==> src/rtl/usr_seq_controller.sv <==
// ----------------------------------------------------------------------------
// usr_seq_controller
//
// Sequencer for a universal_shift_register instance. A host hands over a
// parallel word through a valid/ready handshake. The controller then
// parallel-loads the word into the register and shifts it out one bit per
// cycle in the chosen direction, while shifting the serial input in. When the
// transfer ends, the register is held and the word that was shifted in is
// published on rx_data. This block is the only driver of the register's sel
// pins.
//
// Optional feature (compile-time macro):
//   USR_SEQ_LOOPBACK_EN - when defined, the bit leaving the register is fed
//                         back into SI during SHIFT. The transfer becomes a
//                         rotation, so rx_data equals the accepted tx_data.
//                         In this build ser_in is ignored.
//
// Parameters:
//   WIDTH  register width (>= 2). Must match the shift register instance.
//   CNT_W  bit-counter width. 2**CNT_W must be greater than WIDTH.
//
// Ports:
//   clk          in   rising-edge clock
//   rst          in   asynchronous active-low reset
//   start_valid  in   host transfer request
//   start_ready  out  high only in IDLE
//   tx_data      in   word to send, sampled at accept
//   dir          in   sampled at accept: 0 = left/MSB first, 1 = right/LSB first
//   abort        in   synchronous cancel, honoured in LOAD and SHIFT
//   ser_in       in   external serial input, forwarded to usr_si in SHIFT
//   ser_out      out  bit leaving the register this cycle (SHIFT only)
//   ser_en       out  high on every SHIFT cycle
//   usr_sel      out  register sel: 00 hold, 01 left, 10 right, 11 load
//   usr_pi       out  register PI (the latched tx word)
//   usr_si       out  register SI
//   usr_po       in   register PO
//   done         out  one-cycle pulse in the DONE state
//   rx_data      out  last received word
//   rx_valid     out  rx_data holds a completed transfer
//   dbg_state    out  current FSM state (IDLE=0, LOAD=1, SHIFT=2, DONE=3)
//
// Handshake: a request is accepted on a rising clk edge where both
// start_valid and start_ready are high. start_ready depends only on the
// state, never on start_valid. The host may hold start_valid high for as
// long as it likes: nothing is taken until start_ready is also high.
// ----------------------------------------------------------------------------
module usr_seq_controller #(
    parameter int WIDTH = 4,
    parameter int CNT_W = 3
) (
    input  logic             clk,
    input  logic             rst,
    input  logic             start_valid,
    output logic             start_ready,
    input  logic [WIDTH-1:0] tx_data,
    input  logic             dir,
    input  logic             abort,
    input  logic             ser_in,
    output logic             ser_out,
    output logic             ser_en,
    output logic [1:0]       usr_sel,
    output logic [WIDTH-1:0] usr_pi,
    output logic             usr_si,
    input  logic [WIDTH-1:0] usr_po,
    output logic             done,
    output logic [WIDTH-1:0] rx_data,
    output logic             rx_valid,
    output logic [1:0]       dbg_state
);

    // ------------------------------------------------------------------------
    // State encoding
    // ------------------------------------------------------------------------
    localparam logic [1:0] ST_IDLE  = 2'd0;
    localparam logic [1:0] ST_LOAD  = 2'd1;
    localparam logic [1:0] ST_SHIFT = 2'd2;
    localparam logic [1:0] ST_DONE  = 2'd3;

    // Register sel codes
    localparam logic [1:0] SEL_HOLD  = 2'b00;
    localparam logic [1:0] SEL_LEFT  = 2'b01;
    localparam logic [1:0] SEL_RIGHT = 2'b10;
    localparam logic [1:0] SEL_LOAD  = 2'b11;

    // Count value of the final SHIFT cycle
    localparam logic [CNT_W-1:0] LAST_BIT = CNT_W'(WIDTH - 1);

    // ------------------------------------------------------------------------
    // State and working registers
    // ------------------------------------------------------------------------
    logic [1:0]       state;
    logic [1:0]       state_nxt;
    logic             dir_q;
    logic [CNT_W-1:0] bit_cnt;
    logic             accept;
    logic             shift_out_bit;

    assign accept    = start_valid && (state == ST_IDLE);
    assign dbg_state = state;

    // ------------------------------------------------------------------------
    // Next-state logic
    // ------------------------------------------------------------------------
    always_comb begin
        state_nxt = state;
        case (state)
            ST_IDLE: begin
                if (accept) begin
                    state_nxt = ST_LOAD;
                end
            end
            ST_LOAD: begin
                if (abort) begin
                    state_nxt = ST_IDLE;
                end else begin
                    state_nxt = ST_SHIFT;
                end
            end
            ST_SHIFT: begin
                // abort takes priority, even on the final bit.
                if (abort) begin
                    state_nxt = ST_IDLE;
                end else if (bit_cnt == LAST_BIT) begin
                    state_nxt = ST_DONE;
                end
            end
            ST_DONE: begin
                state_nxt = ST_IDLE;
            end
            default: begin
                state_nxt = ST_IDLE;
            end
        endcase
    end

    // ------------------------------------------------------------------------
    // Sequential state
    // ------------------------------------------------------------------------
    always_ff @(posedge clk or negedge rst) begin
        if (!rst) begin
            state    <= ST_IDLE;
            dir_q    <= 1'b0;
            bit_cnt  <= '0;
            usr_pi   <= '0;
            rx_data  <= '0;
            rx_valid <= 1'b0;
        end else begin
            state <= state_nxt;
            case (state)
                ST_IDLE: begin
                    if (accept) begin
                        usr_pi   <= tx_data;
                        dir_q    <= dir;
                        rx_valid <= 1'b0;
                    end
                end
                ST_LOAD: begin
                    bit_cnt <= '0;
                end
                ST_SHIFT: begin
                    bit_cnt <= bit_cnt + CNT_W'(1);
                end
                ST_DONE: begin
                    // The register is held during DONE, so PO is the
                    // finished word.
                    rx_data  <= usr_po;
                    rx_valid <= 1'b1;
                end
                default: begin
                end
            endcase
        end
    end

    // ------------------------------------------------------------------------
    // Output decode
    // ------------------------------------------------------------------------
    // Left shifts move the MSB out; right shifts move the LSB out.
    assign shift_out_bit = dir_q ? usr_po[0] : usr_po[WIDTH-1];

    always_comb begin
        start_ready = 1'b0;
        usr_sel     = SEL_HOLD;
        ser_en      = 1'b0;
        ser_out     = 1'b0;
        usr_si      = 1'b0;
        done        = 1'b0;
        case (state)
            ST_IDLE: begin
                start_ready = 1'b1;
            end
            ST_LOAD: begin
                // An abort in LOAD must leave the register untouched, so the
                // load command is withdrawn in that cycle.
                usr_sel = abort ? SEL_HOLD : SEL_LOAD;
            end
            ST_SHIFT: begin
                usr_sel = dir_q ? SEL_RIGHT : SEL_LEFT;
                ser_en  = 1'b1;
                ser_out = shift_out_bit;
`ifdef USR_SEQ_LOOPBACK_EN
                usr_si  = shift_out_bit;
`else
                usr_si  = ser_in;
`endif
            end
            ST_DONE: begin
                done = 1'b1;
            end
            default: begin
            end
        endcase
    end

`ifdef USR_SEQ_LOOPBACK_EN
    // In loopback the external serial input has no consumer.
    logic unused_ser_in;
    assign unused_ser_in = ser_in;
`endif

endmodule

==> config.mk <==
export PLATFORM = sky130hd
export DESIGN_NAME = usr_seq_controller
export DESIGN_NICKNAME = d
export VERILOG_FILES = /design/src/rtl/usr_seq_controller.sv
export SDC_FILE = /design/constraint.sdc
export NUM_CORES = 1
export LEC_CHECK = 0
export CAP_MARGIN = 10
export CORE_MARGIN = 4
export CORE_UTILIZATION = 33
export DETAILED_ROUTE_END_ITERATION = 8
export GPL_TIMING_DRIVEN = 0
export MAX_ROUTING_LAYER = met4
export SYNTH_ARGS = -nofsm -noshare
export SYNTH_HDL_FRONTEND = slang
export SYNTH_SLANG_ARGS = --single-unit
==> constraint.sdc <==
create_clock -name clk -period 1.7 [get_ports clk]
set_clock_uncertainty 0.15 [all_clocks]
set_input_delay 0.51 -clock clk [delete_from_list [all_inputs] [get_ports clk]]
set_output_delay 0.51 -clock clk [all_outputs]
set_load 0.03 [all_outputs]
# --- After elaboration in Yosys (flattened, before gate mapping) ---
# Cells that the tools add are included.
totals:
  register_bits: 15
  inputBits: 14
  out_inout_bits: 18
  wordCells: 37
op_classes:
  addsub: 1
  n_eq_ne: 6
  muxes: 17
  reduce_logical: 7
op_table:
  columns: ["operator", "count"]
  rows:
  - ["2-bit two-way mux", 6]
  - ["2-bit one-hot mux with 4 select lines", 1]
  - ["1-bit two-way mux", 7]
  - ["3-bit one-hot mux with 2 select lines", 1]
  - ["2-bit AND reduction", 3]
  - ["2-bit equality test (second input constant)", 2]
  - ["2-bit one-hot mux with 2 select lines", 1]
  - ["2-bit nonzero test", 2]
  - ["3-bit by 1-bit adder with 3-bit output (second input constant)", 1]
  - ["3-bit by 2-bit equality test with 1-bit output (second input constant)", 1]
  - ["3-bit != test (second input constant)", 1]
  - ["2-bit by 1-bit equality test with 1-bit output (second input constant)", 1]
  - ["2-bit zero test", 1]
  - ["2-bit != test (second input constant)", 1]
  - ["1-bit one-hot mux with 2 select lines", 1]
  - ["1-bit logical AND", 1]

# --- Logic depth before layout (Yosys ltp) ---
depth:
  depth_word: 4
  depth_mapped: 5
  depth_no_buf: 4

# --- Least setup slack after synthesis ---
# Ideal clock, no wire load.
synth_timing:
  kind: "reg-to-output"
  from: "register state[0] (netlist: dbg_state[0])"
  to: "output port usr_sel[0]"
  arrival_time_ns: 1.976
  t_required_ns: 1.040
  path_slack_ns: -0.936
  stages_incl_launch_ff: 6
  path_buffers: 1
  path_cell_list: "dfrtp_1 -> inv_1 -> ha_1 -> buf_4 -> nand2b_1 -> a21boi_0"
synth_between:
  elab_chain_len: 2
  elab_cells_between_ends: 3
  cone_classes: "eq/ne: 2; mux: 1"
synth_rtl:
  columns: ["item", "line", "text"]
  rows:
  - ["start, declared", "91", "logic [1:0] state;"]
  - ["start signal, assigned", "148", "state <= state_nxt;"]
  - ["2-bit equality test or 2-bit by 1-bit equality test with 1-bit output (tied branches)", "188", "case (state)"]
  - ["2-bit one-hot mux with 2 select lines (*)", "188", null]
  - ["end, declared", "61", "output logic [1:0] usr_sel,"]
# Every way passes the cells marked *; elsewhere a longest branch is shown, timed or not.

# --- Worst setup path in the final report ---
# Ends and elaborated chain as after synthesis.

==> flow_summary.ini <==
[route]
via_count = 619
met2WireLength_um = 782
wirelength_um = 1670
drt-pass1-iter-count = 3
top_layer_used = met4
ant_nets = 0
dr_wl_met3_um = 96
via_per_inst = 4.69
wire_per_inst_um = 12.6
met1_length_um = 783
drcViolationCount = 0
first_iter_violations = 2

[logic_synthesis]
synthDistinctLibCells = 24
synth_area_um2 = 778
synth_flop_cell = dfrtp_1
yosys_warnings = 0
synth.avg_cell_area_um2 = 12.8
async_flop_share_pct = 100
synth-edff-count = 0
synth-seq-cells = 15
ys_seq_area_share_pct = 48.2
syn_inst = 61
syn-num-nets = 81

[place]
placed_area_um2 = 1180
dp_hpwl_um = 1230
dp_slack_ps = -1060
io_buffer_count = 31
gp_congestion = 0.674

[timing]
max-slew-margin-rel_pct = 55.1
fmax_ghz = 0.486
rsz0062_at_grt = yes
period_minus_slack_ps = 2060
fin_crit_sh_pct = 121
worstMarginPinSlew_ps = 671
hold_violations = 0
fin_setup_tns_ps = -2110
setup_viol = 8
drv_slew = 0
worst_slack_ps = -360

[final_layout]
syn2layout_area_growth_pct = 66.1
fin_util_pct = 57.9
nets = 125
drive_gt1_share_pct = 49.0
final_cell_area_um2 = 1290
diodes = 0

[clocking]
clk_pin_slew_ps = 80
cts_buffers = 3
htreeDepth = 1
cts_buffer_depth = 2
cts_sinks = 15
cts_tree = yes
clk_latency_ps = 270
cts-root-buf = clkbuf_4

[setup_path]
critPathLaunchType = register
rrSetupSlack_ps = 110
worstReg2RegEnd = dbg_state[1]
criticalPathCategory = register to output port
cp_max_fo = 6
r2r-start = dbg_state[1]
end_kind = output port
critPathArrivalTime_ps = 1400
crit_required_ps = 1040
reg2reg_depth = 6

[grt]
first_global_vias = 682
grt_pass1_wl_um = 2950
antenna_found_initial = 0
track_usage_pct = 11.9
grt_max_degree = 16
gr-total-overflow = 0

[flow_run]
maxCapViolCount = 0

[power]
p_per_area_nw_per_um2 = 1960
swShare_pct = 43.2
combPwrFrac_pct = 66.7
power_uw = 2530
power_leakage_uw = 0.000588
sequentialPowerShare_pct = 25.6
vdd_drop_max_mv = 1.19
switchingPower_uw = 1090
p_clk_share_pct = 7.7
internal_power_uw = 1440

[die]
initial_core_util_pct = 34.8
num_rows = 17
ios = 32
die_area_um2 = 3200
coreArea_um2 = 2230
die_h_um = 56.6
die_w_um = 56.6

[status]
outcome = finished, violations left
violations = setup timing

[hold_path]
min_to = bit_cnt[0]
worstHoldStart = bit_cnt[0]
hp-class = register to register
hold_depth = 1
-- worst max-delay path, stage by stage (launching register included) --
cell and delay [ps]:
dfrtp_2 450, inv_4 90, ha_4 140, buf_8 110, nand2b_4 60, a21boi_4 150, buf_6 140
-- final cells by class --
| type | count | area [um2] |
|---|---|---|
| buffer | 1 | 15.0 |
| tap | 28 | 35.0 |
| multi-input combinational | 40 | 467 |
| fill | 196 | 941 |
| sequential | 15 | 378 |
| timing repair buffer | 39 | 350 |
| inverter | 5 | 21.3 |
| clock buffer | 4 | 26.3 |
-- kinds of logic (layout without fill, tap and decap cells) --
family	count (synthesis)	count (layout)	share of synthesized area, %
AO/OA/AOI/OAI	7	7	6.11
adder cells (fa/ha/maj)	6	6	9.65
flip-flops	15	15	48.2
AND/OR/NAND/NOR	14	14	12.1
buffers and inverters	6	49	3.38
multiplexers	13	13	20.6
-- cell usage in the layout, fill, tap and decap left out, types with 2 or more instances in the layout --
master and n:
a21boi_4 2, buf_4 7, buf_6 7, clkbuf_2 6, clkbuf_4 3, clkdlybuf4s15_1 2, clkdlybuf4s15_2 2, clkdlybuf4s50_1 12
dfrtp_1 13, dfrtp_2 2, dlygate4sd2_1 3, ha_1 2, ha_4 3, inv_1 3, mux2_2 4, mux2_4 5
mux2i_1 4, nand2b_4 2
-- power groups by stage --
stage          Sequential (uW)  Combinational, uW  Clock (uW)
6_report                   647               1690         195
5_1_grt                    676               1810         222
4_1_cts                    650               1730         207
3_5_place_dp               660               1510           0
3_3_place_gp               655               1500           0
2_1_floorplan              906                745           0
-- stage by stage --
step,hold slack (ps),cells
2_1_floorplan,64.4,61
3_3_place_gp,321,120
3_5_place_dp,340,120
4_1_cts,359,132
5_1_grt,384,132
6_report,350,132
-- routing by layer --
layer / GRT usage [%] / up-vias
met3: 2.07 / 2
met2: 19.3 / 23
li1: - / 303
met4: 4.07 / 0
met1: 14.7 / 291
met5: - / -
-- how the worst max path moves through the flow --
stage                 start          to  slack, ps  cells past startpoint
2_1_floorplan  dbg_state[1]  usr_sel[0]       -200                      3
3_3_place_gp          abort  usr_sel[0]      -1040                      4
3_5_place_dp          abort  usr_sel[1]      -1060                      4
4_1_cts        dbg_state[0]  usr_sel[1]       -380                      6
5_1_grt        dbg_state[0]  usr_sel[1]       -430                      6
6_report       dbg_state[0]  usr_sel[0]       -360                      6
-- registers in the layout (all words and copies together) (netlist names) --
signal / cells
dir_q: 1
bit_cnt: 3
usr_pi: 4
rx_valid: 1
rx_data: 4
dbg_state: 2
-- Yosys cell counts, types with 2 or more instances --
| cell type | number | area, um2 |
|---|---|---|
| a21boi_0 | 2 | 15.0 |
| dfrtp_1 | 15 | 375 |
| ha_1 | 6 | 75.1 |
| inv_1 | 5 | 18.8 |
| mux2_2 | 4 | 45.0 |
| mux2_4 | 5 | 75.1 |
| mux2i_1 | 4 | 40.0 |
| nand2_1 | 2 | 7.51 |
| nand2b_1 | 3 | 18.8 |
-- what timing repair did --
action | CTS | global route
hold buffers | 0 | 0
gates resized for setup | 77 | 8
setup endpoints to repair | 18 | 17
pin swaps | 1 | 1
buffers inserted | 8 | 0
Note: power is estimated with default switching activity, not from simulation.
==> variant 1 (same settings) <==
Build with the macro `USR_SEQ_LOOPBACK_EN` defined.
--- a/src/rtl/usr_seq_controller.sv
+++ b/src/rtl/usr_seq_controller.sv
@@ -46,2 +46,4 @@
 // ----------------------------------------------------------------------------
+`define USR_SEQ_LOOPBACK_EN
+
 module usr_seq_controller #(
Function: changed (Yosys sat finds a counterexample within 4 cycles, from zero or initial values and one cycle with rst low).
==> variant 1 against the unedited design <==
Critical path type unchanged. Register-to-register slack gained 40 ps. Design area grew 0.87%. Sequential cell count is the same. Area after synthesis grew 0.16%. Setup slack lost 3.2 ps. Power grew 0.39%. Sequential power grew 2%. Routed wire length grew 0.42%. Largest cell class unchanged. The flow still finishes with violations (negative setup slack).
==> variant 1: results (changes against the unedited design) <==
[clock_tree]
numCtsBuffers = 3  ; unchanged
path_clk_slew_ps = 90
insertion_delay_ps = 270  ; about the same

[hold_path]
hold_path.class = flop to flop

[place]
io_buffer_count = 30  ; -3.2%
gp_congestion = 0.697  ; +3.4%
place_hpwl_mm = 1.19  ; -2.9%

[power]
p_leak_nw = 0.602  ; +2.4%
peakVddDrop_v = 0.00110  ; -7.5%

[sta]
setup_violations = 9  ; +1
slew_violations = 0  ; unchanged
finalSetupTns_ps = -2030  ; +77.8 ps
timing_worst_slew_pin_value_ps = 656  ; -15.9 ps
finalCriticalPeriod_ps = 2060  ; +3.20 ps
fin_ws_ps = -363  ; -3.20 ps

[critical_path]
critPathMaxStageDelay_ps = 470  ; +20 ps
rr_worst_depth = 5  ; -1
cp_max_fo = 5  ; -1

[outcome]
status = finished, violations left
violations = negative setup slack

[route]
drt_first_pass_iters = 4  ; +1
drtIter0Drc = 8  ; +6
routed_wl_mm = 1.67  ; +0.42%
viasPerCell = 4.66  ; -0.64%

[synth]
ys_seq_area_share_pct = 48.2  ; -0.077 points
synthTopCellsByArea = dfrtp_1 (48%), ha_1 (9.6%), mux2_4 (9.6%)
ys_types = 23  ; -4.2%

[final_layout]
drive_above_1_share_pct = 51.4  ; +2.4 points
nNetsFinal = 128  ; +2.4%

[grt]
grt_pass1_vias = 665  ; -2.5%
grtUsageTotal_pct = 12.0  ; +0.17 points
antenna_found_initial = 0  ; unchanged
grt_pass1_wl_mm = 2.90  ; -1.4%

==> variant 1: changes by cell type in the layout (fill, tap and decap cells not counted), sizes merged <==
cell,change
and2,-1
buf,+6
clkbuf,-2
clkdlybuf4s50,-3
clkinv,+1
dlygate4sd2,+2
==> variant 1: layout make-up <==
cell class / instances / area (sq um)
buffer: 2 / 22.5
clock buffer: 3 / 22.5
clock inverter: 1 / 5.00
fill: 210 / 930
inverter: 5 / 21.3
multi-input combinational: 39 / 457
sequential: 15 / 378
tap: 28 / 35.0
timing repair buffer: 42 / 363
==> variant 1: stage by stage <==
step,std cells,instance area [sq um],hold slack [ps],setup slack (ps)
2_1_floorplan,61,825,64.4,-307
3_3_place_gp,119,1160,320,-1010
3_5_place_dp,119,1160,343,-1010
4_1_cts,130,1270,356,-385
5_1_grt,135,1300,383,-438
6_report,135,1300,353,-363
==> variant 1: logic make-up (layout without fill, tap and decap cells) <==
kind of cell | after synthesis | count (layout) | share of synthesized area, %
adder cells (fa/ha/maj) | 6 | 6 | 9.63
multiplexers | 13 | 13 | 20.5
flip-flops | 15 | 15 | 48.2
AO/OA/AOI/OAI | 7 | 7 | 6.10
buffers and inverters | 7 | 53 | 4.33
AND/OR/NAND/NOR | 13 | 13 | 11.2
==> variant 1: what timing repair did <==
item	4_1_cts	5_1_grt
endpoints found under the setup margin	18	19
cloned	0	0
pin swaps	3	1
setup buffers	7	6
resized for setup	66	21
==> variant 1: layer usage <==
| metal | vias up | global-route usage [%] | wire length, um | part of all wire [%] |
|---|---|---|---|---|
| met4 | 0 | 6.78 | 17 | 1.0 |
| met3 | 2 | 2.99 | 124 | 7.4 |
| met5 | - | - | 0 | 0 |
| met2 | 23 | 18.6 | 784 | 47 |
| li1 | 307 | - | - | - |
| met1 | 297 | 14.1 | 747 | 45 |
==> variant 1: path summary, 6_finish.rpt <==
kind	startpoint	to	slack, ps
setup / recovery	dbg_state[1]	usr_si	-360
hold / removal	bit_cnt[0]	bit_cnt[0]	350
setup reg to reg	dbg_state[1]	usr_pi[1]	150
hold reg to reg	bit_cnt[0]	bit_cnt[0]	350
max in group asynchronous	rst	dbg_state[0]	460
min in group asynchronous	rst	rx_data[1]	480
==> variant 1: critical path, delay by kind of cell, from the launching register on <==
family        cells  cell delay (ps)
fa+ha+maj         1              180
buf+inv           3              350
flops             1              470
simple gates      1              120
==> variant 1: where the power goes <==
group / internal (mW) / switching (mW) / leakage, nW
Combinational: 0.827 / 0.857 / 0.399
Sequential: 0.520 / 0.142 / 0.185
Clock: 0.0870 / 0.107 / 0.0177
Total: 1.43 / 1.11 / 0.602
==> variant 2 (same flow settings) <==
Without the edit above. Register the output `dbg_state` once more; this adds one clock of latency there. The other outputs are not delayed to match.
--- a/src/rtl/usr_seq_controller.sv
+++ b/src/rtl/usr_seq_controller.sv
@@ -98,3 +98,5 @@
     assign accept    = start_valid && (state == ST_IDLE);
-    assign dbg_state = state;
+    always_ff @(posedge clk) begin
+        dbg_state <= state;
+    end
 
Formal check against the unedited RTL: not equivalent (a bounded check fails within 4 cycles, from zero or initial values and one cycle with rst low).
==> variant 2 against the unedited design <==
The run still ends with negative setup slack left. Area after synthesis increased by 5.8%. Routed wire length increased by 15%. Register-to-register slack got worse by 50 ps. Sequential cell count increased by 2. Setup slack improved by 21 ps. Final cell count increased by 4.5%. Power increased by 10%. Hold slack got worse by 8.1 ps. Design area increased by 8.9%. Sequential power increased by 14%. Utilization increased by 3.4 points. Critical path type unchanged. Largest cell class unchanged.
==> variant 2: results (changes against the unedited design) <==
[hold_path]
hold_path_depth = 1  ; unchanged
hold_path.class = flop to flop

[sta]
finalSetupTns_ps = -1650  ; +462 ps
setup_violations = 7  ; -1
fin_ws_ps = -339  ; +21.2 ps
relSlewSlack_pct = 55.9  ; +0.76 points

[synth]
yosys-top-cells-count = dfrtp_1 (15), ha_1 (7), inv_1 (5), mux2_4 (5)
synthFlopType = dfrtp_1
yosys_warnings = 0  ; unchanged
ys_seq_area_share_pct = 50.5  ; +2.2 points
synth_cells = 63  ; +3.3%
async_flop_share_pct = 88.2  ; -12 points
syn-num-nets = 84  ; +3.7%
ys_types = 24  ; unchanged
synthTopCellsByArea = dfrtp_1 (46%), ha_1 (11%), mux2_4 (9.1%)

[grt]
grt_pass1_vias = 682  ; unchanged
antenna_found_initial = 0  ; unchanged
grtUsageTotal_pct = 12.8  ; +0.96 points
grt_max_degree = 16  ; unchanged
grt_pass1_wl_mm = 3.15  ; +7.0%

[clock_tree]
numCtsBuffers = 3  ; unchanged
insertion_delay_ps = 280
clockRootBuffer = clkbuf_4
path_clk_slew_ps = 100  ; +20 ps
h-tree-depth = 1  ; unchanged
cts_buffer_depth = 2  ; unchanged

[place]
dp_slack_ps = -968  ; +92.9 ps
dpl-instance-area_sq_um = 1240  ; +4.5%
place_hpwl_mm = 1.34  ; +8.8%
gp_congestion = 0.761  ; +13%
io_buffer_count = 31  ; unchanged
dp_cells = 122  ; +1.7%

[run]
max_cap_viol_count = 0  ; unchanged

[route]
routed_wl_mm = 1.92  ; +15%
drt_first_pass_iters = 2  ; -1
drtIter0Drc = 2  ; unchanged
viasPerCell = 4.62  ; -1.6%

[critical_path]
slowest_stage = dfrtp_2
rr_worst_depth = 6  ; unchanged
crit_family = flip-flops
critPathMaxStageDelay_ps = 450  ; about the same
cp_max_fo = 4  ; -2
cp_data_arrival_time_ps = 1380  ; -20 ps

[power]
p_leak_nw = 0.638  ; +8.5%
peakVddDrop_v = 0.00125  ; +4.7%
switchingPower_mw = 1.19  ; +8.6%

[final_layout]
reg_top3 = rx_data (4), usr_pi (4), bit_cnt (3)
nNetsFinal = 132  ; +5.6%
drive_above_1_share_pct = 50.9  ; +1.9 points
fill_cells = 200  ; +2.0%
multi_input_area_sq_um = 502  ; +7.5%
antennaDiodeCount = 0  ; unchanged
layout.cells.non_filler = 138  ; +4.5%

[outcome]
status = finished, violations left
violations = negative setup slack

variant 2: cell count changes after synthesis:
cell     before  now
dfxtp_1       0    2
ha_1          6    7
buf_4         1    0
variant 2: cell type report:
cell class / count / share of cell area (%)
multi-input combinational: 41 / 35.6
sequential: 17 / 29.7
timing repair buffer: 43 / 28.6
tap: 28 / 2.49
clock buffer: 4 / 1.87
inverter: 5 / 1.69
variant 2: worst paths after layout:
kind	startpoint	end	slack (ps)
setup / recovery	state[1]	usr_sel[1]	-340
hold / removal	bit_cnt[0]	bit_cnt[0]	340
setup reg to reg	state[1]	rx_data[1]	60
hold reg to reg	bit_cnt[0]	bit_cnt[0]	340
max in group asynchronous	rst	state[1]	460
min in group asynchronous	rst	rx_data[2]	470
variant 2: cell families (layout without fill, tap and decap cells):
logic type,after synthesis,in the layout,synth area share (%)
AO/OA/AOI/OAI,7,7,5.77
multiplexers,13,13,19.5
AND/OR/NAND/NOR,14,14,11.4
adder cells (fa/ha/maj),7,7,10.6
flip-flops,17,17,50.5
buffers and inverters,5,52,2.28
variant 2: power groups by stage:
stage / sequential, mW / combinational, mW / clock, mW
floorplan: 0.985 / 0.810 / 0
global placement: 0.743 / 1.57 / 0
detailed placement: 0.751 / 1.59 / 0
CTS: 0.728 / 1.82 / 0.219
global route: 0.765 / 1.95 / 0.236
finish: 0.736 / 1.85 / 0.211
variant 2: layer usage:
metal  part of all wire, %  GRT usage (%)
met5                     0              -
met4                  0.68           4.97
met3                   4.2           2.00
met2                    46           19.8
met1                    49           16.8
variant 2: repair_timing:
action                     CTS  global route
pin swaps                    2             3
gates resized for setup     81            14
buffers inserted            10             2
setup endpoints to repair   18            14
